**config.mk**
```make
export PLATFORM = sky130hd
export DESIGN_NAME = seq_div
export DESIGN_NICKNAME = d
export VERILOG_FILES = /design/src/rtl/seq_div.sv
export SDC_FILE = /design/constraint.sdc
export NUM_CORES = 1
export LEC_CHECK = 0
export BUFFER_PORTS_ARGS = -buffer_cell sky130_fd_sc_hd__buf_2
export CAP_MARGIN = 20
export CORE_MARGIN = 2
export CORE_UTILIZATION = 38
export DETAILED_ROUTE_END_ITERATION = 10
export PLACE_DENSITY_LB_ADDON = 0.12
export SLEW_MARGIN = 30
export SYNTH_ARGS = -nofsm -noshare
export SYNTH_HDL_FRONTEND = slang
export SYNTH_SLANG_ARGS = --single-unit
```
**constraint.sdc**
```tcl
create_clock -name clk -period 2.8 [get_ports clk]
set_input_delay 0.56 -clock clk [delete_from_list [all_inputs] [get_ports clk]]
set_output_delay 0.56 -clock clk [all_outputs]
set_load 0.05 [all_outputs]
```
**src/rtl/seq_div.sv**
```systemverilog
`default_nettype none
// ============================================================================
//  Module      : seq_div
//  Description : Iterative unsigned integer divider for the execute stage.
//                Restoring shift-subtract, one quotient bit per clock, with
//                a start/busy/done handshake. Operand names match the
//                combinational multiplier so either unit can be selected.
//  Revision    : 1.0 - initial release
// ----------------------------------------------------------------------------
//  Parameters
//    N            operand, quotient and remainder width (N >= 2)
//  Ports
//    clk          in   1  clock, rising edge
//    rst          in   1  asynchronous active-high reset
//    start        in   1  request, sampled only while not busy
//    rs1_reg      in   N  dividend (unsigned), captured on accept
//    rs2_reg      in   N  divisor (unsigned), captured on accept
//    busy         out  1  division in progress
//    done         out  1  one-cycle pulse, results valid
//    quo_rd       out  N  quotient
//    rem_rd       out  N  remainder
//    div_by_zero  out  1  last completed operation had divisor == 0
// ============================================================================
module seq_div #(
    parameter int unsigned N = 16
) (
    input  logic         clk,
    input  logic         rst,
    input  logic         start,
    input  logic [N-1:0] rs1_reg,
    input  logic [N-1:0] rs2_reg,
    output logic         busy,
    output logic         done,
    output logic [N-1:0] quo_rd,
    output logic [N-1:0] rem_rd,
    output logic         div_by_zero
);

    localparam int unsigned         c_cnt_w    = (N > 2) ? $clog2(N) : 1;
    localparam logic [c_cnt_w-1:0]  c_cnt_last = c_cnt_w'(N - 1);

    typedef enum logic [1:0] {
        ST_IDLE    = 2'd0,
        ST_CALC    = 2'd1,
        ST_DONE    = 2'd2,
        ST_DONE_DZ = 2'd3
    } state_t;

    state_t               r_state;
    logic                 r_busy;
    logic                 r_done;
    logic [N-1:0]         r_quo_rd;
    logic [N-1:0]         r_rem_rd;
    logic                 r_div_by_zero;
    logic [c_cnt_w-1:0]   r_count;
    logic [N-1:0]         r_rem;    // partial remainder R
    logic [N-1:0]         r_quo;    // dividend shifting out / quotient shifting in
    logic [N-1:0]         r_div;    // latched divisor D

    // Trial value: remainder shifted left with the next dividend bit.
    // It is N+1 bits so a divisor with its MSB set never overflows the compare.
    logic [N:0]           w_t;
    logic                 w_ge;
    logic [N-1:0]         w_diff;
    logic [N-1:0]         w_rem_next;
    logic [N-1:0]         w_quo_next;

    assign w_t        = {r_rem, r_quo[N-1]};
    assign w_ge       = (w_t >= {1'b0, r_div});
    // When T >= D the true difference is below D, so it fits in N bits and
    // modular N-bit subtraction of the low bits gives the exact result.
    assign w_diff     = w_t[N-1:0] - r_div;
    assign w_rem_next = w_ge ? w_diff : w_t[N-1:0];
    assign w_quo_next = {r_quo[N-2:0], w_ge};

    always_ff @(posedge clk or posedge rst) begin
        if (rst) begin
            r_state       <= ST_IDLE;
            r_busy        <= 1'b0;
            r_done        <= 1'b0;
            r_quo_rd      <= '0;
            r_rem_rd      <= '0;
            r_div_by_zero <= 1'b0;
            r_count       <= '0;
            r_rem         <= '0;
            r_quo         <= '0;
            r_div         <= '0;
        end else begin
            case (r_state)
                // DONE and DONE_DZ accept a new request exactly like IDLE,
                // which allows back-to-back issue without a bubble.
                ST_IDLE, ST_DONE, ST_DONE_DZ: begin
                    r_done  <= 1'b0;
                    r_state <= ST_IDLE;
                    if (start) begin
                        if (rs2_reg != '0) begin
                            r_div   <= rs2_reg;
                            r_rem   <= '0;
                            r_quo   <= rs1_reg;
                            r_count <= '0;
                            r_busy  <= 1'b1;
                            r_state <= ST_CALC;
                        end else begin
                            // Divide by zero: result is ready on this edge.
                            r_quo         <= rs1_reg;
                            r_quo_rd      <= '1;
                            r_rem_rd      <= rs1_reg;
                            r_div_by_zero <= 1'b1;
                            r_done        <= 1'b1;
                            r_state       <= ST_DONE_DZ;
                        end
                    end
                end

                ST_CALC: begin
                    r_rem   <= w_rem_next;
                    r_quo   <= w_quo_next;
                    r_count <= r_count + 1'b1;
                    if (r_count == c_cnt_last) begin
                        r_quo_rd      <= w_quo_next;
                        r_rem_rd      <= w_rem_next;
                        r_div_by_zero <= 1'b0;
                        r_busy        <= 1'b0;
                        r_done        <= 1'b1;
                        r_state       <= ST_DONE;
                    end
                end

                default: begin
                    r_busy  <= 1'b0;
                    r_done  <= 1'b0;
                    r_state <= ST_IDLE;
                end
            endcase
        end
    end

    assign busy        = r_busy;
    assign done        = r_done;
    assign quo_rd      = r_quo_rd;
    assign rem_rd      = r_rem_rd;
    assign div_by_zero = r_div_by_zero;

endmodule
`default_nettype wire
```
Word-level counts from Yosys, hierarchy flattened
Index checks and enable logic that the tools add are counted.
- bits of input ports: 35
- output and inout port bits: 35
- bits in registers: 89
- logic and storage cells: 60
- order comparisons: 1
- muxes and demuxes: 32
- equal/unequal tests: 8
- add/subtract/negate cells: 2
- reductions and logical operators: 7
- operators by type and width (kind ; number):
    $mux 16 ; 10
    $pmux 16 s2 ; 4
    $ge 17x16->1 ; 1
    $reduce_bool 16->1 ; 1
    $sub 16x16->16 ; 1
    $reduce_and 3->1 ; 3
    $mux 1 ; 8
    $mux 4 ; 2
    $ne 2x2->1 const B ; 4
    $pmux 4 s2 ; 1
    $mux 2 ; 3
    $pmux 1 s2 ; 3
    $add 4x1->4 const B ; 1
    $eq 2x2->1 const B ; 2
    $eq 4x4->1 const B ; 1
    $pmux 2 s2 ; 1
    $reduce_or 3->1 ; 1
    $eq 2x1->1 const B ; 1
    $logic_not 2->1 ; 1
    $reduce_and 2->1 ; 1

Longest topological paths before layout
- word-level depth: 4
- gate-level depth with buffers: 11
- gate-level depth less buffers: 11

Worst setup path before layout
No wires, ideal clock.
- kind: reg2reg
- start: register r_quo[15]
- end: register r_rem_rd[12] (netlist: rem_rd[12])
- setup slack: 0.290 ns
- library setup time: 0.136 ns
- arrival time: 2.373 ns
- buffers on the path: 0
- period minus slack after synthesis: 2.510 ns
- cell stages (with the launch flop): 12
- cell sequence: dfrtp_1 -> inv_1 -> ha_1 -> inv_1 -> fa_1 -> a211oi_1 -> o21bai_1 -> o211ai_1 -> nor3_1 -> or3_1 -> mux2i_1 -> a211oi_1
- cells in the longest elaborated chain, start to end: 4
- elaborated cells between the ends (all ways): 5
- classes of those cells: add/sub: 1; order compare: 1; mux: 3
- RTL lines (element ; line ; text):
    from (decl) ; 57 ; logic [N-1:0] r_quo;
    from (signal assigned) ; 99 ; r_quo <= rs1_reg;
    from (signal assigned) ; 105 ; r_quo <= rs1_reg;
    from (signal assigned) ; 117 ; r_quo <= w_quo_next;
    $sub 16x16->16 / $ge 17x16->1 (equally long branches) ; 72, 69 ;
    $mux 16 * ; 73 ; assign w_rem_next = w_ge ? w_diff : w_t[N-1:0];
    $mux 16 * ; 119 ; if (r_count == c_cnt_last) begin
    $pmux 16 s2 * ; 89 ; case (r_state)
    to (signal assigned) ; 107 ; r_rem_rd <= rs1_reg;
    to (signal assigned) ; 121 ; r_rem_rd <= w_rem_next;
    to (decl) ; 53 ; logic [N-1:0] r_rem_rd;
Every way passes the cells marked *; elsewhere a longest branch is shown, timed or not. The select of a mux whose other input is x is not followed.
A chain may end at the register's enable or synchronous reset.

Worst setup path in the final report
- start: register r_rem[10]
- end: register r_rem_rd[5] (netlist: rem_rd[5])
- cells in the longest elaborated chain, start to end: 4
- RTL lines (element ; line ; text):
    from (decl) ; 56 ; logic [N-1:0] r_rem;
    from (signal assigned) ; 116 ; r_rem <= w_rem_next;
    $ge 17x16->1 ; 69 ; assign w_ge = (w_t >= {1'b0, r_div});
    $mux 16 ; 73 ;
    $mux 16 ; 119 ;
    $pmux 16 s2 ; 89 ;
Every way passes these cells. The select of a mux whose other input is x is not followed.

==> results.json <==
{
  "cp-start-kind": "register",
  "die_height_um": 113,
  "antenna_left": 0,
  "place_hpwl_um": 9050,
  "setup_viol": 0,
  "crit_type": "register to register",
  "drive_gt1_share_pct": 23.0,
  "relSlewSlack_pct": 53.9,
  "regArea_sq_um": 2200,
  "crit_fanout": 7,
  "cts.path.max_buffers": 2,
  "synth-seq-area-share_pct": 48.3,
  "grt_usage_pct": 20.1,
  "syn_inst": 487,
  "r2r_slack_ps": 130,
  "grt_pass1_wl_um": 20100,
  "grt_pass1_vias": 3893,
  "path_clk_slew_ps": 70,
  "cts_buffers": 9,
  "worst_pin_slew_ps": 689,
  "synth_edf_count": 0,
  "firstDrtPassIters": 4,
  "fmax_mhz": 375,
  "clockRootBuffer": "clkbuf_16",
  "core-area_sq_um": 11600,
  "post-route-period-util_pct": 95.3,
  "cts_tree": "yes",
  "tns_ps": 0,
  "skew_ps": 8.98,
  "maxSlewViolCount": 0,
  "die-area_sq_um": 12900,
  "drcViolationCount": 0,
  "synth_warnings": 0,
  "nets": 621,
  "worstPathArrival_ps": 2880,
  "reg2reg_to": "rem_rd[5]$_DFFE_PP0P_",
  "hp-class": "input port to asynchronous set/reset pin",
  "cts.sinks": 88,
  "drt-initial-drc-count": 247,
  "multi_input_area_sq_um": 2250,
  "synth_area_per_cell_sq_um": 9.35,
  "avgRoutedWirePerCell_um": 17.1,
  "async_reset_ff_share_pct": 100,
  "period_needed_ps": 2670,
  "initial_core_util_pct": 39.4,
  "r2r.worst_path.cells": 8,
  "synth_nets": 540,
  "fp.dieW_um": 113,
  "vias_per_cell": 5.36,
  "synth_ff_type": "dfrtp_1",
  "outcome": "finished clean",
  "rsz0062_at_grt": "true",
  "timing.rr.start": "r_rem[10]$_DFFE_PP0P_",
  "cts_hold_buffers": 0,
  "yosysUniqueCellTypes": 56,
  "worstSetupEndpointType": "register",
  "finalWirelength_um": 12300,
  "required_ps": 3010,
  "num_vias": 3837,
  "area_growth_pct": 22.2,
  "diodes": 0,
  "fill_cells": 1099,
  "core.rowCount": 39,
  "grt_overflow": 0,
  "maxCapViolations": 0,
  "io_pins": 70,
  "grt_max_degree": 66,
  "synth_seq_cells": 88,
  "hold_viol_final": 0,
  "place_congestion": 0.897,
  "htreeDepth": 3,
  "antenna_found_initial": 1,
  "clock_latency_ps": 350,
  "syn_area_sq_um": 4560,
  "port_buffers": 69
}
-- cell usage in the layout, fill, tap and decap left out, types with 5 or more instances in the layout --
cell type,instances
a21oi_1,55
o21ai_0,33
nor3_1,6
mux2i_1,23
clkbuf_16,9
buf_4,21
ha_1,13
o22ai_1,9
inv_1,20
dfrtp_1,88
xor2_1,5
mux2i_2,5
nor2_1,62
o211ai_1,5
buf_2,69
o21ai_1,9
nor4_1,5
a211oi_1,5
nand2_1,49
a21o_1,5
-- per-stage QoR --
| stage | area (sq um) | util (%) | hold slack (ps) | setup WS (ps) | std cells |
|---|---|---|---|---|---|
| 2_1_floorplan | 4560 | - | 471 | 290 | 487 |
| 3_3_place_gp | 5180 | 44.8 | 463 | 78.1 | 699 |
| 3_5_place_dp | 5190 | 44.9 | 470 | 55.5 | 699 |
| 4_1_cts | 5500 | 47.5 | 284 | 34.0 | 715 |
| 5_1_grt | 5570 | 48.2 | 323 | -1.16 | 716 |
| 6_report | 5570 | 48.2 | 276 | 132 | 716 |
-- sequential cells by signal, summed over array words and instances, names as in the netlist --
name	cells
quo_rd	16
r_div	16
r_quo	16
r_rem	16
rem_rd	16
r_count	4
r_state	2
busy	1
div_by_zero	1
-- worst max-delay path, cell delays in order (launching register included) --
cell and delay [ps]:
dfrtp_1 410, ha_2 410, nand3_2 110, or4_1 510, o31a_1 360, o21ai_2 140
buf_4 220, mux2i_2 280, o22ai_1 100
-- worst max-delay path by stage --
stage | start | endpoint | slack, ps | cells past startpoint
floorplan | r_quo[15]$_DFFE_PP0P_ | rem_rd[12]$_DFFE_PP0P_ | 290 | 11
global placement | r_rem[9]$_DFFE_PP0P_ | quo_rd[0]$_DFFE_PP0P_ | 80 | 8
detailed placement | r_rem[9]$_DFFE_PP0P_ | r_rem[7]$_DFFE_PP0P_ | 60 | 8
CTS | r_rem[9]$_DFFE_PP0P_ | r_rem[7]$_DFFE_PP0P_ | 30 | 8
global route | r_rem[11]$_DFFE_PP0P_ | rem_rd[4]$_DFFE_PP0P_ | -1 | 8
finish | r_rem[10]$_DFFE_PP0P_ | rem_rd[5]$_DFFE_PP0P_ | 130 | 8
-- synth_stat cells, drive strengths merged, types with 4 or more instances --
cell	n	area share (%)
nor4	5	0.69
nor2	62	5.1
xor2	5	0.96
o21ai	43	4.8
a21o	5	0.82
o22ai	9	1.2
o21bai	4	0.66
inv	21	1.7
nand4	4	0.55
o211ai	5	0.82
mux2i	29	6.4
a21oi	55	6.0
a211oi	6	0.99
ha	17	4.7
dfrtp	88	48
clkbuf	18	1.5
nand2	50	4.2
nor3	6	0.66
xnor2	4	0.77
nor2b	4	0.55
nand3	4	0.55
buf	4	0.58
-- logic make-up (layout without fill, tap and decap cells) --
family                     count (synthesis)  after routing  share of synthesized area (%)
and+or+nand+nor                          150            150                           14.7
AOI/OAI and AO/OA                        146            146                           19.1
DFF                                       88             88                           48.3
buffers and inverters                     44            130                           3.87
muxes                                     32             32                           7.11
adders and majority gates                 18             18                           5.11
xor gates and xnor gates                   9              9                           1.73
-- cell type report --
| type | count | area share, % |
|---|---|---|
| flip-flops and latches | 88 | 39.5 |
| inverters | 22 | 1.55 |
| clock inverters | 4 | 0.944 |
| repair buffers | 92 | 9.75 |
| clock buffers | 12 | 4.61 |
| well taps | 143 | 3.21 |
| multi-input cells | 355 | 40.4 |
-- layer usage --
metal,up-vias,global-route usage (%),routed length (um)
met5,-,0,16
met2,80,30.3,5300
met3,19,4.09,498
li1,1890,-,-
met4,2,8.37,251
met1,1846,28.4,6190
-- timing repair --
| action | in CTS | in global routing |
|---|---|---|
| setup endpoints to repair | 0 | 32 |
| gates resized for setup | 0 | 15 |
| setup buffers | 0 | 1 |
Power is not shown: default switching activity piles up to over one toggle a cycle in this logic, so the estimate is an artifact.
